<file path="config.mk">
export PLATFORM = sky130hd
export DESIGN_NAME = dense_axis_tx
export DESIGN_NICKNAME = d
export VERILOG_FILES = /design/src/rtl/dense_axis_tx.sv
export SDC_FILE = /design/constraint.sdc
export NUM_CORES = 1
export LEC_CHECK = 0
export CELL_PAD_IN_SITES_DETAIL_PLACEMENT = 1
export CELL_PAD_IN_SITES_GLOBAL_PLACEMENT = 1
export CORE_ASPECT_RATIO = 1.25
export CORE_MARGIN = 10
export CORE_UTILIZATION = 45
export CTS_BUF_LIST = sky130_fd_sc_hd__clkbuf_2 sky130_fd_sc_hd__clkbuf_4 sky130_fd_sc_hd__clkbuf_8
export DETAILED_ROUTE_END_ITERATION = 8
export PLACE_DENSITY = 0.81
export SLEW_MARGIN = 20
export SYNTH_ARGS = -nofsm -noshare
export SYNTH_HDL_FRONTEND = slang
export SYNTH_SLANG_ARGS = --single-unit
</file>
<file path="constraint.sdc">
create_clock -name clk -period 2.5 [get_ports clk]
set_input_delay 0.5 -clock clk [delete_from_list [all_inputs] [get_ports clk]]
set_output_delay 0.5 -clock clk [all_outputs]
set_load 0.02 [all_outputs]
</file>
<file path="src/rtl/dense_axis_tx.sv">
// Buffers N_OUT dense-layer results, then streams them as one AXI-Stream frame; first beat valid the cycle after the final write.
// Holds tdata/tlast while tready is low; writes arriving during SEND are dropped and flagged (ovf). DENSE_AXIS_TX_ARGMAX_EN appends an argmax beat.
module dense_axis_tx #(
    parameter int DATA_W = 32,
    parameter int N_OUT  = 10
) (
    input  logic              clk,
    input  logic              rst_n,
    input  logic              buf_wr,
    input  logic [DATA_W-1:0] buf_wdata,
    input  logic              buf_clr,
    output logic [DATA_W-1:0] m_axis_tdata,
    output logic              m_axis_tvalid,
    input  logic              m_axis_tready,
    output logic              m_axis_tlast,
    output logic              tx_busy,
    output logic              tx_done,
    output logic              ovf
);
    localparam int IDX_W = $clog2(N_OUT + 1);
`ifdef DENSE_AXIS_TX_ARGMAX_EN
    localparam int N_BEATS = N_OUT + 1;
`else
    localparam int N_BEATS = N_OUT;
`endif
    localparam logic [IDX_W-1:0] WP_LAST = IDX_W'(N_OUT - 1);
    localparam logic [IDX_W-1:0] RP_LAST = IDX_W'(N_BEATS - 1);
    localparam logic [IDX_W-1:0] N_OUT_I = IDX_W'(N_OUT);

    typedef enum logic {FILL = 1'b0, SEND = 1'b1} state_t;

    state_t            r_state;
    logic [DATA_W-1:0] r_buf [N_OUT];
    logic [IDX_W-1:0]  r_wp;
    logic [IDX_W-1:0]  r_rp;
    logic [DATA_W-1:0] r_tdata;
    logic              r_tvalid;
    logic              r_tlast;
    logic              r_busy;
    logic              r_done;
    logic              r_ovf;

    logic              w_wr;
    logic              w_accept;
    logic              w_final;
    logic [IDX_W-1:0]  w_rp_nxt;
    logic [DATA_W-1:0] w_nxt_dat;

    // A clear in the same cycle as a write wins, so the write never lands.
    assign w_wr     = (r_state == FILL) && buf_wr && !buf_clr;
    assign w_accept = r_tvalid && m_axis_tready;
    assign w_final  = w_accept && (r_rp == RP_LAST);
    assign w_rp_nxt = r_rp + 1'b1;

`ifdef DENSE_AXIS_TX_ARGMAX_EN
    logic signed [DATA_W-1:0] r_amax;
    logic [IDX_W-1:0]         r_amax_idx;

    // Strict greater-than keeps the lowest index on ties; wp==0 seeds the tracker.
    always_ff @(posedge clk or negedge rst_n) begin
        if (!rst_n) begin
            r_amax     <= '0;
            r_amax_idx <= '0;
        end else if ((r_state == FILL && buf_clr) || w_final) begin
            r_amax     <= '0;
            r_amax_idx <= '0;
        end else if (w_wr && (r_wp == '0 || $signed(buf_wdata) > r_amax)) begin
            r_amax     <= $signed(buf_wdata);
            r_amax_idx <= r_wp;
        end
    end
`endif

    always_comb begin
        w_nxt_dat = '0;
        if (w_rp_nxt < N_OUT_I) begin
            w_nxt_dat = r_buf[w_rp_nxt];
        end
`ifdef DENSE_AXIS_TX_ARGMAX_EN
        else begin
            w_nxt_dat = DATA_W'(r_amax_idx);
        end
`endif
    end

    always_ff @(posedge clk) begin
        if (w_wr) begin
            r_buf[r_wp] <= buf_wdata;
        end
    end

    always_ff @(posedge clk or negedge rst_n) begin
        if (!rst_n) begin
            r_state  <= FILL;
            r_wp     <= '0;
            r_rp     <= '0;
            r_tdata  <= '0;
            r_tvalid <= 1'b0;
            r_tlast  <= 1'b0;
            r_busy   <= 1'b0;
            r_done   <= 1'b0;
            r_ovf    <= 1'b0;
        end else begin
            r_done <= 1'b0;
            case (r_state)
                FILL: begin
                    if (buf_clr) begin
                        r_wp  <= '0;
                        r_ovf <= 1'b0;
                    end else if (buf_wr) begin
                        r_wp <= r_wp + 1'b1;
                        if (r_wp == WP_LAST) begin
                            // Entry 0 is already written since N_OUT >= 2.
                            r_state  <= SEND;
                            r_rp     <= '0;
                            r_tdata  <= r_buf[0];
                            r_tvalid <= 1'b1;
                            r_tlast  <= 1'b0;
                            r_busy   <= 1'b1;
                        end
                    end
                end
                SEND: begin
                    if (buf_wr) begin
                        r_ovf <= 1'b1;
                    end
                    if (w_final) begin
                        r_state  <= FILL;
                        r_wp     <= '0;
                        r_tvalid <= 1'b0;
                        r_tlast  <= 1'b0;
                        r_busy   <= 1'b0;
                        r_done   <= 1'b1;
                    end else if (w_accept) begin
                        r_rp    <= w_rp_nxt;
                        r_tdata <= w_nxt_dat;
                        r_tlast <= (w_rp_nxt == RP_LAST);
                    end
                end
                default: r_state <= FILL;
            endcase
        end
    end

    assign m_axis_tdata  = r_tdata;
    assign m_axis_tvalid = r_tvalid;
    assign m_axis_tlast  = r_tlast;
    assign tx_busy       = r_busy;
    assign tx_done       = r_done;
    assign ovf           = r_ovf;
endmodule

</file>
======== Word level (Yosys, flattened, before mapping) ========
Memory sizes are Yosys's and may differ from the RTL's.
Cells that the tools add are included.
storage, ports and cells
  flip-flop bits (word level) ............. 45
  input bits .............................. 37
  RAM bits ................................ 320
  memories kept ........................... 1
  word-level logic and storage cells ...... 76
memory list
  memory  depth  width  rd ports  clocked after memory_dff  write ports  line  RTL
  r_buf   10     32     2         0                         1            33    logic [DATA_W-1:0] r_buf [N_OUT];
operators by class
  bitwise gates (word level) .............. 1
  reduce and logical (&&, ||, !) cells .... 10
  $lt $le $gt $ge ......................... 1
  muxes and demuxes ....................... 40
  $add $sub $neg .......................... 2
  equal/unequal tests ..................... 13
operators by type and width
  cell                                                             number
  32-bit 2-to-1 mux                                                6
  32-bit case mux with 2 select lines                              1
  4-bit 2-to-1 mux                                                 8
  1-bit 2-to-1 mux                                                 19
  4-bit case mux with 2 select lines                               2
  4-bit == test, second input constant                             3
  2-bit != test, second input constant                             5
  4-bit by 1-bit adder with 4-bit output, second input constant    2
  1-bit case mux with 2 select lines                               4
  4-bit AND reduction                                              2
  2-bit by 1-bit != test with 1-bit output, second input constant  3
  5-bit AND reduction                                              1
  1-bit logical AND                                                4
  4-bit less-than comparator, second input constant                1
  2-bit AND reduction                                              2
  3-bit by 1-bit != test with 1-bit output, second input constant  1
  3-bit != test, second input constant                             1
  1-bit zero test                                                  1
  1-bit NOT                                                        1

======== Logic depth before layout (Yosys ltp) ========
  depth after elaboration ................. 6
  depth in mapped cells ................... 9

======== Least setup slack after synthesis ========
No wires, ideal clock.
  path kind ............................... register to register
  from .................................... reg r_state
  to ...................................... mem r_buf[0][0] (enable)
  path buffers ............................ 1
  required time ........................... 2079 ps
  setup time .............................. 421 ps
  setup slack ............................. -201 ps
  stages on the path, launching flop included .. 7
  clock period less this slack ............ 2701 ps
  arrival time ............................ 2280 ps
  path through ............................ dfrtp_1 > buf_2 > nor2_4 > nand2_1 > nor2_1 > nand2_1 > nor2_1
on the way
  longest elaborated chain between the ends .. 5
RTL lines
  what                                    line  RTL
  start, declared                         32    state_t r_state;
  start signal, assigned                  94    r_state <= FILL;
  start signal, assigned                  114   r_state <= SEND;
  start signal, assigned                  128   r_state <= FILL;
  1-bit NOT                               n/a
  1-bit logical AND (2 in series)         50    assign w_wr = (r_state == FILL) && buf_wr && !buf_clr;
  1-bit 2-to-1 mux                        87    if (w_wr) begin
  1-bit 2-to-1 mux (not written as such)  88    r_buf[r_wp] <= buf_wdata;
  end, declared                           33
Every way passes these cells.

======== Final worst setup path ========
  from .................................... reg r_rp[0]
  to ...................................... reg r_tdata[1], in the netlist m_axis_tdata[1]
on the way
  longest elaborated chain between the ends .. 6
RTL lines
  what                                                                          line  RTL
  start, declared                                                               35    logic [IDX_W-1:0] r_rp;
  start signal, assigned                                                        135   r_rp <= w_rp_nxt;
  4-bit by 1-bit adder with 4-bit output                                        53    assign w_rp_nxt = r_rp + 1'b1;
  memory read 10 x 32 bit / 4-bit less-than comparator (equally long branches)  n/a
  32-bit 2-to-1 mux                                                             76    if (w_rp_nxt < N_OUT_I) begin
  32-bit 2-to-1 mux                                                             134   end else if (w_accept) begin
  32-bit 2-to-1 mux                                                             127   if (w_final) begin
  32-bit case mux with 2 select lines                                           105   case (r_state)
  end signal, assigned                                                          116   r_tdata <= r_buf[0];
  end signal, assigned                                                          136   r_tdata <= w_nxt_dat;
  end, declared                                                                 36    logic [DATA_W-1:0] r_tdata;
Several ways; a longest one is shown, not always the timed one. The select of a mux whose other input is x is not followed.
A chain may end at the register's enable or synchronous reset.

==> flow_summary.json <==
{
  "pin_count": 74,
  "grt_pass1_wl_mm": 55.0,
  "grt_overflow": 0,
  "wl_mm": 35.9,
  "antenna_found_initial": 2,
  "power_mw": 12.1,
  "crit_required_ns": 2.94,
  "post_cts_buffers": 0,
  "postRouteAntennaNets": 0,
  "period_share": 0.919,
  "cp_num_cells": 6,
  "worstRegToRegCells": 6,
  "period_minus_slack_ns": 2.30,
  "cts_tree": "built",
  "ir_drop_v": 0.000373,
  "synth_flop_cell": "edfxtp_1",
  "fin_worst_skew_ns": 0.0254,
  "cts_root_buf": "clkbuf_8",
  "hold_violations": 0,
  "die_area_sq_um": 40300,
  "rows": 73,
  "setup_tns_ns": 0,
  "dieWidth_um": 181,
  "ctsResizeCount": 0,
  "max-cap-violations": 0,
  "yosys_register_bits": 365,
  "numCtsBuffers": 54,
  "worstSetupStartpointType": "register",
  "cp.buffers_inverters": 2,
  "area_growth_pct": 18.2,
  "finalNetCount": 906,
  "setup-violations-final": 0,
  "synth_cell_type_count": 46,
  "crit_chain": "inv_2, ha_4, buf_4, mux4_2, o221ai_2, a31oi_2",
  "swShare": 0.207,
  "ys_seq_area_frac": 0.732,
  "hold_path.class": "primary input to asynchronous set/reset pin",
  "clockBufferDepth": 3,
  "worst_slew_pin_slew_ns": 0.583,
  "postSynthCellCount": 745,
  "pwr-share-seq": 0.557,
  "status": "completed",
  "synthTopCellsByCount": "edfxtp_1 (320), mux4_2 (64), dfrtp_1 (45)",
  "p_int_mw": 9.57,
  "yosysWarningCount": 0,
  "cts_hold_buf": 1,
  "wl_per_cell_um": 27.2,
  "gp_congestion": 0.745,
  "first_iter_violations": 692,
  "p_clk_frac": 0.417,
  "port_buffers": 73,
  "maxSlewViolCount": 0,
  "grt_pass1_vias": 8631,
  "cp_data_arrival_time_ns": 2.74,
  "via_per_inst": 5.82,
  "yosysTopAreaCellShare": 0.655,
  "synth_largest_area_cell": "edfxtp_1",
  "path_max_fanout": 19,
  "start_util": 0.459,
  "crit_type": "register to register",
  "synth_area_per_cell_sq_um": 19.7,
  "r2r_slack_ns": 0.20,
  "grt.total_usage": 0.177,
  "synthesis.nets": 789,
  "p_leak_nw": 5.73,
  "cts-htree-levels": 2,
  "p_sw_mw": 2.50,
  "cts_num_sinks": 365,
  "power_frac_comb": 0.026,
  "die_h_um": 222,
  "hpwl_mm": 20.9,
  "cpLargestDelayFamily": "multiplexers",
  "fmax_mhz": 435,
  "drc": 0,
  "synth_edf_count": 320,
  "grt_setup_unrepaired": "false",
  "drive_gt1_frac": 0.302,
  "clk_pin_slew_worst_paths_ns": 0.07,
  "critPathCaptureType": "register",
  "first_pass_iters": 5,
  "powerDensity_nw_per_um2": 696,
  "clk_latency_ns": 0.60,
  "synth_area_sq_um": 14700,
  "yosys-top-cells-area": "edfxtp_1 (66%), mux4_2 (9.8%), dfrtp_1 (7.7%)",
  "synthArstFlopShare": 0.123,
  "vias": 7675,
  "slowest_delay_ns": 0.58,
  "coreArea_sq_um": 32000,
  "cpMaxStageDelayCell": "mux4_2",
  "grt_start_max_net_pins": 81,
  "relSlewSlack": 0.612,
  "yosysMostFrequentCell": "edfxtp_1"
}
-- worst paths after layout --
kind,to,start
worst max-delay path,m_axis_tdata[1]$_DFFE_PN0P_,r_rp[0]$_DFFE_PN0P_
worst min-delay path,r_wp[0]$_DFFE_PN0P_,rst_n
worst max register to register,m_axis_tdata[1]$_DFFE_PN0P_,r_rp[0]$_DFFE_PN0P_
worst min register to register,m_axis_tlast$_DFFE_PN0P_,m_axis_tlast$_DFFE_PN0P_
max in group asynchronous,r_rp[0]$_DFFE_PN0P_,rst_n
min in group clk,m_axis_tlast$_DFFE_PN0P_,m_axis_tlast$_DFFE_PN0P_
-- sequential cells by signal, summed over array words and instances (netlist names) --
register / count
r_buf: 320
m_axis_tdata: 32
r_rp: 4
r_wp: 4
m_axis_tlast: 1
ovf: 1
r_state: 1
tx_busy: 1
tx_done: 1
-- power by group through the flow --
stage / logic (mW) / clock network, mW / registers, mW
5_1_grt: 0.336 / 5.43 / 6.72
4_1_cts: 0.313 / 5.16 / 6.72
3_3_place_gp: 0.287 / 0 / 6.84
2_1_floorplan: 0.0962 / 0 / 6.84
3_5_place_dp: 0.309 / 0 / 6.85
6_report: 0.308 / 5.04 / 6.72
-- cell families after synthesis --
group,synth area share
AO/OA/AOI/OAI,0.0759
multiplexers,0.124
buffers and inverters,0.0220
adder cells (fa/ha/maj),0.00597
XOR/XNOR,0.00290
AND/OR/NAND/NOR,0.0375
flip-flops,0.732
-- layer usage --
metal / vias to the layer above / track usage / routed length, um
met5: - / 0 / 13
met4: 2 / 0.0534 / 711
met3: 49 / 0.0356 / 2170
met2: 258 / 0.301 / 18600
met1: 4065 / 0.222 / 14400
li1: 3301 / - / -
-- final cells by class --
type	count	area, sq um
Tap cell	412	515
Fill cell	2849	14600
Multi-Input combinational cell	324	3680
Sequential cell	365	10700
Inverter	9	33.8
Timing Repair Buffer	108	1230
Antenna cell	1	2.50
Clock inverter	22	146
Clock buffer	78	992
-- metrics by stage --
stage / instances / hold WS [ns] / area (sq um) / setup WS [ns] / utilization
floorplan: 745 / 0.204 / 14700 / 0.249 / -
global placement: 1217 / 0.496 / 16200 / 0.144 / 0.506
detailed placement: 1217 / 0.507 / 16200 / 0.0166 / 0.506
CTS: 1318 / 0.385 / 17300 / 0.185 / 0.542
global route: 1319 / 0.415 / 17300 / 0.104 / 0.542
finish: 1319 / 0.415 / 17300 / 0.202 / 0.542
-- placed cells by master (no fill, tap or decap), types with 2 or more instances in the layout --
| cell | Yosys | layout |
|---|---|---|
| a21o_1 | 2 | 2 |
| a22o_1 | 32 | 32 |
| a31oi_1 | 30 | 30 |
| a31oi_2 | 2 | 2 |
| and2_2 | 0 | 7 |
| buf_12 | 0 | 19 |
| buf_4 | 13 | 15 |
| bufinv_16 | 0 | 2 |
| clkbuf_4 | 0 | 13 |
| clkbuf_8 | 0 | 65 |
| clkdlybuf4s50_1 | 0 | 72 |
| clkinv_1 | 0 | 13 |
| clkinv_2 | 0 | 6 |
| dfrtp_1 | 45 | 43 |
| edfxtp_1 | 320 | 320 |
| ha_1 | 7 | 6 |
| inv_1 | 6 | 6 |
| inv_2 | 3 | 3 |
| mux2_2 | 32 | 32 |
| mux4_2 | 64 | 64 |
| nand2_1 | 6 | 6 |
| nand2b_1 | 32 | 32 |
| nand3_1 | 3 | 3 |
| nor2_1 | 40 | 39 |
| nor2_4 | 1 | 2 |
| nor2b_1 | 2 | 2 |
| nor3_1 | 2 | 2 |
| nor3b_1 | 2 | 2 |
| o21ai_0 | 3 | 3 |
| o221ai_1 | 2 | 2 |
| o221ai_2 | 30 | 30 |
| o22ai_1 | 3 | 3 |
| o311ai_0 | 2 | 2 |
| xor2_1 | 3 | 3 |
(Power assumes the default switching activity.)
